## src/rtl/mem_arbiter.sv

```systemverilog
// mem_arbiter: shares one slow-memory line port between the I-cache and the
// D-cache. In IDLE the request of one cache is latched into registered mem_*
// outputs and the block moves to BUSY. In BUSY the latched command is held
// and mem_ready is routed only to the cache that won. The IDLE cycle after
// each completion is the guaranteed idle gap before the next grant.
//
// Ports
//   clk, rst_n                      clock and asynchronous active-low reset
//   i_read/i_write/i_addr/i_wdata   I-cache request; held until i_ready
//   i_rdata, i_ready                read line and completion pulse to I-cache
//   d_read/d_write/d_addr/d_wdata   D-cache request; held until d_ready
//   d_rdata, d_ready                read line and completion pulse to D-cache
//   mem_read/mem_write/mem_addr/mem_wdata   registered command to memory
//   mem_rdata, mem_ready            read line and completion pulse from memory
//   owner                           current or last grant (0 = I, 1 = D)
//
// Parameters
//   D_PRIO     1: D wins simultaneous requests (see MAX_D_RUN); 0: alternate
//   MAX_D_RUN  most D grants in a row while I is waiting, when D_PRIO = 1
module mem_arbiter #(
  parameter int D_PRIO    = 1,
  parameter int MAX_D_RUN = 4
) (
  input  logic         clk,
  input  logic         rst_n,
  input  logic         i_read,
  input  logic         i_write,
  input  logic [27:0]  i_addr,
  input  logic [127:0] i_wdata,
  output logic [127:0] i_rdata,
  output logic         i_ready,
  input  logic         d_read,
  input  logic         d_write,
  input  logic [27:0]  d_addr,
  input  logic [127:0] d_wdata,
  output logic [127:0] d_rdata,
  output logic         d_ready,
  output logic         mem_read,
  output logic         mem_write,
  output logic [27:0]  mem_addr,
  output logic [127:0] mem_wdata,
  input  logic [127:0] mem_rdata,
  input  logic         mem_ready,
  output logic         owner
);

  localparam int RUN_W = (MAX_D_RUN < 1) ? 1 : $clog2(MAX_D_RUN + 1);

  typedef enum logic {IDLE = 1'b0, BUSY = 1'b1} state_t;

  typedef struct packed {
    logic         rd;
    logic         wr;
    logic [27:0]  addr;
    logic [127:0] wdata;
  } req_t;

  state_t           state, state_nxt;
  req_t             req_i, req_d, req_win;
  logic             i_pend, d_pend, any_pend, win_d;
  logic [RUN_W-1:0] run_cnt;

  assign req_i    = {i_read, i_write, i_addr, i_wdata};
  assign req_d    = {d_read, d_write, d_addr, d_wdata};
  assign i_pend   = i_read | i_write;
  assign d_pend   = d_read | d_write;
  assign any_pend = i_pend | d_pend;

  // Winner selection. It is only used in IDLE while something is pending.
  // When one side is pending alone, that side wins.
  always_comb begin
    win_d = d_pend;
    if (i_pend && d_pend) begin
      if (D_PRIO != 0) win_d = (run_cnt != RUN_W'(MAX_D_RUN));
      else             win_d = ~owner;
    end
  end

  assign req_win = win_d ? req_d : req_i;

  // State register
  always_ff @(posedge clk or negedge rst_n) begin
    if (!rst_n) state <= IDLE;
    else        state <= state_nxt;
  end

  // Next-state logic
  always_comb begin
    state_nxt = state;
    case (state)
      IDLE: if (any_pend)  state_nxt = BUSY;
      BUSY: if (mem_ready) state_nxt = IDLE;
      default:             state_nxt = IDLE;
    endcase
  end

  // Outputs. Ready is combinational from mem_ready and reaches only the
  // owner. In IDLE, mem_ready is ignored.
  always_comb begin
    i_ready = 1'b0;
    d_ready = 1'b0;
    if (state == BUSY) begin
      i_ready = mem_ready & ~owner;
      d_ready = mem_ready &  owner;
    end
  end

  assign i_rdata = mem_rdata;
  assign d_rdata = mem_rdata;

  // Registered memory command. A write takes precedence over a read that is
  // raised in the same cycle.
  always_ff @(posedge clk or negedge rst_n) begin
    if (!rst_n) begin
      mem_read  <= 1'b0;
      mem_write <= 1'b0;
      mem_addr  <= '0;
      mem_wdata <= '0;
      owner     <= 1'b0;
    end else if (state == IDLE && any_pend) begin
      mem_addr  <= req_win.addr;
      mem_wdata <= req_win.wdata;
      mem_write <= req_win.wr;
      mem_read  <= req_win.rd & ~req_win.wr;
      owner     <= win_d;
    end else if (state == BUSY && mem_ready) begin
      mem_read  <= 1'b0;
      mem_write <= 1'b0;
    end
  end

  // Starvation guard. This counts D grants that were made while I was
  // waiting. It is cleared by an I grant, or by any IDLE cycle in which I is
  // not pending.
  always_ff @(posedge clk or negedge rst_n) begin
    if (!rst_n) begin
      run_cnt <= '0;
    end else if (state == IDLE) begin
      if (!i_pend)
        run_cnt <= '0;
      else if (d_pend && win_d) begin
        if (run_cnt != RUN_W'(MAX_D_RUN)) run_cnt <= run_cnt + 1'b1;
      end else
        run_cnt <= '0;
    end
  end

endmodule
```

## config.mk

```make
export PLATFORM = sky130hd
export DESIGN_NAME = mem_arbiter
export DESIGN_NICKNAME = d
export VERILOG_FILES = /design/src/rtl/mem_arbiter.sv
export SDC_FILE = /design/constraint.sdc
export NUM_CORES = 1
export LEC_CHECK = 0
export CAP_MARGIN = 20
export CORE_AREA = 2 2 336 338
export DETAILED_ROUTE_END_ITERATION = 10
export DIE_AREA = 0 0 338 340
export DONT_BUFFER_PORTS = 1
export PLACE_DENSITY = 0.32
export SETUP_SLACK_MARGIN = 0.4
export SYNTH_ARGS = -nofsm -noshare
export SYNTH_HDL_FRONTEND = slang
export SYNTH_SLANG_ARGS = --single-unit
```

## constraint.sdc

```tcl
create_clock -name clk -period 1.5 [get_ports clk]
set_input_delay 0.075 -clock clk [delete_from_list [all_inputs] [get_ports clk]]
set_output_delay 0.075 -clock clk [all_outputs]
set_load 0.03 [all_outputs]
```

==> impl_metrics.yaml, run 1 <==
outcome:
  status: "complete, but fails checks"
  violations: "negative hold slack, negative setup slack"
synthesis:
  avgSynthCellArea_um2: 9.829
  yosys-top-cells-area: "dfrtp_1, buf_4, a2bb2oi_1"
  netlist_area_um2: 10240
  synth_seq_area_share_pct: 39.82
  synth_top_cell_area_share_pct: 39.82
  syn_nets: 1491
  ys_seq_elements: 163
  ys_warn_count: 0
  synth_cell_types: 24
  yosys.area.top_type: "dfrtp_1"
  syn_inst: 1042
placement:
  dp.cells: 2308
  hpwl_mm: 51.54
  place.gp.congestion: 0.8050
  port-buffer-count: 0
  post_dp_cell_area_um2: 11250
critical_path:
  startpoint_type: "flip-flop"
  cp-end-kind: "flip-flop"
  path_class: "flip-flop to flip-flop"
  crit_fanout: 26
  worstPathArrival_ns: 2.17
  ff2ff_setup_slack_ns: -0.27
  required_ns: 1.90
routing:
  drc: 0
  postRouteAntennaNets: 0
  firstDrtPassIters: 5
  vias_per_cell: 3.651
  via_count: 9910
  routed_wl_mm: 73.19
  drtIter0Drc: 537
  wl_per_cell_um: 26.97
clocking:
  cts_max_level: 4
  cts_max_path_buffers: 2
  cts_hold_buffers: 316
  cts-root-buf: "clkbuf_16"
  path_clk_slew_ns: 0.08
  clkLatencyLatePin_ns: 0.54
  cts_tree: "yes"
  cts_buffers: 17
  clock_sinks: 163
floorplan:
  die_area_um2: 114900
  core-area_um2: 111600
  ios: 864
  start_util_pct: 9.180
  die_h_um: 340
  num_rows: 123
  die_w_um: 338
global_routing:
  grt_max_degree: 164
  grt_usage_pct: 11.58
  overflow: 0
  first_global_vias: 10190
  antenna_found_initial: 12
  grt_pass1_wl_mm: 90.42
power:
  peakVddDrop_v: 0.001022
  power.density_nw_per_um2: 1491
  p_leak_uw: 0.005910
timing:
  whs_ns: -0.7557
  clock_skew_ns: 0.02211
  postLayoutSetupSlackWorst_ns: -0.2704
  max_freq_ghz: 0.5648
  hold_viol_final: 163
  fin_crit_ns: 1.770
  relSlewSlack_pct: 56.15
  worst_slew_pin_slew_ns: 0.6578
  rsz0062_at_grt: "yes"
  post-route-period-util_pct: 118.0
  setup_viol: 162
  slew_violations: 0
job:
  maxCapViolCount: 0
cells_and_area:
  final_nets: 1643
  final_cells: 2714
  nFillCells: 12420
  final_area_um2: 17210
  area_delta_synth_final_pct: 67.98
  utilization_pct: 15.42
  drive_gt1_share_pct: 36.45
hold_path:
  worstHoldPathType: "input port to async pin"
==> repair_timing <==
action / in CTS / in global routing
gates resized for setup: 133 / 198
cloned: 8 / 9
hold endpoints to repair: 325 / 166
pin swaps: 33 / 28
setup buffers: 11 / 23
endpoints found under the setup margin: 323 / 324
==> cell type report <==
class                      instances  area, um^2  area share, %
timing repair buffer             511        5578          32.42
sequential                       163        4098          23.82
clock inverter                    15       217.7          1.265
tap                             1500        1877          10.91
clock buffer                      17       425.4          2.473
inverter                           3       11.26        0.06545
antenna                            7       17.52         0.1018
multi-input combinational        498        4981          28.95
==> routing by layer <==
| layer | track usage, % | wire length (um) | up-vias |
|---|---|---|---|
| met5 | 0.04172 | 86 | - |
| met4 | 5.296 | 3381 | 4 |
| met3 | 5.914 | 9405 | 119 |
| met2 | 19.87 | 35630 | 795 |
| met1 | 11.60 | 24690 | 4914 |
| li1 | - | - | 4078 |
==> synthesized netlist by cell type <==
cell / n
buf_1: 10
a2bb2oi_1: 156
o21ai_0: 160
nand2b_1: 1
and3_1: 1
nand2_1: 5
inv_1: 3
o211ai_1: 1
o211ai_2: 1
a222oi_1: 1
or2_2: 3
buf_2: 33
nor4_4: 1
dfrtp_1: 163
a311oi_1: 156
nor2_1: 4
clkbuf_1: 79
a32o_1: 1
buf_4: 256
a211oi_1: 1
o2bb2ai_1: 1
mux2i_1: 2
ha_1: 2
o211a_1: 1
==> flip-flops by register name (all words and copies together) (netlist names) <==
register   cells
mem_wdata    128
mem_addr      28
run_cnt        3
mem_read       1
mem_write      1
owner          1
state          1
==> through the flow <==
step	setup TNS [ns]	power, uW	hold slack [ns]	worst slack [ns]
5_1_grt	-35.41	26850	-0.8063	-0.3041
3_5_place_dp	-31.37	15860	-0.2141	-0.3798
4_1_cts	-23.32	23820	-0.8375	-0.2274
2_1_floorplan	0	13870	-0.2206	0.04348
3_3_place_gp	-27.98	15840	-0.2142	-0.3710
6_report	-25.09	25650	-0.7557	-0.2704
==> critical path: stages, from the launching register on <==
cell	delay, ns
dfrtp_1	0.40
inv_2	0.08
ha_4	0.15
o211ai_4	0.13
buf_12	0.19
buf_12	0.16
a311oi_2	0.35
a2bb2oi_1	0.09
==> worst paths after layout <==
path / endpoint / start / depth (start not counted)
min in group clk: mem_addr[7] / d_read / 4
setup reg to reg: mem_wdata[80] / run_cnt[1] / 7
max in group asynchronous: mem_wdata[108] / rst_n / 0
hold / removal: mem_wdata[3] / rst_n / 0
setup / recovery: mem_wdata[80] / run_cnt[1] / 7
hold reg to reg: mem_wdata[111] / mem_wdata[111] / 1
==> layout by cell type, fill, tap and decap left out, types with 2 or more instances in the layout <==
master,n
a311oi_4,5
dfrtp_1,150
or2_2,2
buf_12,35
o21ai_0,99
o21ai_2,18
buf_4,98
o21ai_1,41
buf_6,40
nor2_4,3
inv_6,5
o21ai_4,2
inv_8,2
diode_2,7
bufinv_16,4
clkbuf_16,23
nand2_1,4
dfrtp_2,12
inv_2,2
a2bb2oi_1,123
a2bb2oi_2,33
mux2i_1,2
buf_16,11
buf_8,5
a311oi_2,127
clkinv_4,3
a311oi_1,24
dlygate4sd3_1,316
==> logic make-up after synthesis <==
kind of cell,after synthesis,synth area share [%]
adder cells (fa/ha/maj),2,0.2443
buffers and inverters,381,23.75
flip-flops,163,39.82
AO/OA/AOI/OAI,479,35.15
AND/OR/NAND/NOR,15,0.8430
multiplexers,2,0.1955
==> power breakdown <==
group | switching (uW) | internal (uW)
Clock | 2440 | 2830
Sequential | 3310 | 5660
Combinational | 5870 | 5530
No activity file was read; power rests on OpenSTA's default activity.
==> run 2, diff against run 1 <==
- RECOVER_POWER: not set -> 100
==> impl_metrics.yaml, run 2 (synthesis gave the netlist of run 1 again) <==
timing:
  slew_violations: 0
  max_freq_ghz: 0.5649
  postLayoutSetupSlackWorst_ns: -0.2702
  whs_ns: -0.7570
  setup_viol: 162
  fin_crit_ns: 1.770
  hold_viol_final: 163
  rsz0062_at_grt: "yes"
  relSlewSlack_pct: 56.25
  clock_skew_ns: 0.02348
  post-route-period-util_pct: 118.0
  worst_slew_pin_slew_ns: 0.6563
  tns_ns: -25.57
cells_and_area:
  area_delta_synth_final_pct: 65.64
  drive_gt1_share_pct: 35.38
  final_nets: 1643
  largest_reg_flops: 128
  reg_top3: "mem_wdata: 128 flops, mem_addr: 28 flops, run_cnt: 3 flops"
  final_common_cell: "dlygate4sd3_1"
  final_area_um2: 16970
  final_cell_mix: "dlygate4sd3_1, dfrtp_1, a311oi_2"
  final-seq-area_um2: 4083
  nFillCells: 12470
  multiInputGateArea_um2: 4972
  regMostFlops: "mem_wdata"
global_routing:
  grt_pass1_wl_mm: 90.42
  busiest_layer: "met2"
  gr-usage-met3_pct: 5.914
  first_global_vias: 10190
  overflow: 0
  grt_use_met2_pct: 19.87
  grt_max_degree: 164
  met1_usage_pct: 11.60
  antenna_found_initial: 12
  grt_usage_pct: 11.58
placement:
  place.gp.congestion: 0.8050
  port-buffer-count: 0
  post_dp_cell_area_um2: 11250
  hpwl_mm: 51.54
routing:
  firstDrtPassIters: 7
  wl_per_cell_um: 26.93
  drc: 0
  postRouteAntennaNets: 0
  via_count: 9860
  routed_wl_mm: 73.08
  drtIter0Drc: 462
  vias_per_cell: 3.633
clocking:
  cts_max_level: 4
  clkLatencyLatePin_ns: 0.54
  path_clk_slew_ns: 0.09
  cts_max_path_buffers: 2
  clock_sinks: 163
  cts_hold_buffers: 316
  cts_buffers: 17
  cts_tree: "yes"
  cts-root-buf: "clkbuf_16"
critical_path:
  startpoint_type: "flip-flop"
  worstPathArrival_ns: 2.19
  path_class: "flip-flop to flip-flop"
  cp-end-kind: "flip-flop"
  crit_fanout: 15
  required_ns: 1.92
  ff2ff_path_depth: 6
outcome:
  status: "complete, but fails checks"
  violations: "negative hold slack, negative setup slack"
floorplan:
  ios: 864
  die_area_um2: 114900
  core-area_um2: 111600
  num_rows: 123
  die_h_um: 340
  die_w_um: 338
  start_util_pct: 9.180
power:
  p_leak_uw: 0.005845
  power.density_nw_per_um2: 1488
  peakVddDrop_v: 0.001026
job:
  maxCapViolCount: 0
hold_path:
  worstHoldPathType: "input port to async pin"
-- run 2: final timing paths --
path                                 from              to  slack, ns
setup reg to reg               run_cnt[0]   mem_wdata[18]      -0.27
setup / recovery               run_cnt[0]   mem_wdata[18]      -0.27
min in group clk                   d_read     mem_addr[7]       0.01
hold reg to reg            mem_wdata[110]  mem_wdata[110]       0.56
hold / removal                      rst_n    mem_wdata[3]      -0.76
max in group asynchronous           rst_n  mem_wdata[108]       1.79
-- run 2: metal layers --
metal / share of wire [%] / wire [um]
met1: 34 / 24580
met2: 49 / 35630
met3: 13 / 9538
met4: 4.5 / 3317
met5: 0.025 / 18
-- run 2: timing repair --
item | in CTS | in global routing
pin swaps | 33 | 28
gates cloned | 8 | 9
hold endpoints to repair | 325 | 166
resized for setup | 133 | 198
setup endpoints to repair | 323 | 324
buffers inserted | 11 | 23
-- run 2: final cells by class --
cell class | count | area share [%]
repair buffers | 511 | 31.60
multi-input cells | 498 | 29.31
flip-flops and latches | 163 | 24.07
well taps | 1500 | 11.06
clock buffers | 17 | 2.508
clock inverters | 15 | 1.283
diodes | 7 | 0.1033
inverters | 3 | 0.06638
-- run 2: per-stage QoR --
stage / util [%] / hold slack, ns / power, uW / std cells / setup WS [ns]
2_1_floorplan: - / -0.2206 / 13870 / 1042 / 0.04348
3_3_place_gp: 10.08 / -0.2142 / 15840 / 2308 / -0.3710
3_5_place_dp: 10.08 / -0.2141 / 15860 / 2308 / -0.3798
4_1_cts: 14.35 / -0.8375 / 23820 / 2675 / -0.2274
5_1_grt: 15.20 / -0.8063 / 26420 / 2714 / -0.3041
6_report: 15.20 / -0.7570 / 25240 / 2714 / -0.2702
-- run 2: where the power goes --
part / leakage (uW) / internal (uW) / switching, uW
combinational: 0.00370 / 5180 / 5880
sequential: 0.00183 / 5640 / 3260
clock: 0.000317 / 2830 / 2450
-- run 2: worst max-delay path, stage by stage (launching register included) --
cell	delay (ns)
dfrtp_1	0.38
inv_2	0.06
ha_4	0.17
o211a_4	0.20
buf_16	0.18
o21ai_0	0.49
a2bb2oi_1	0.13
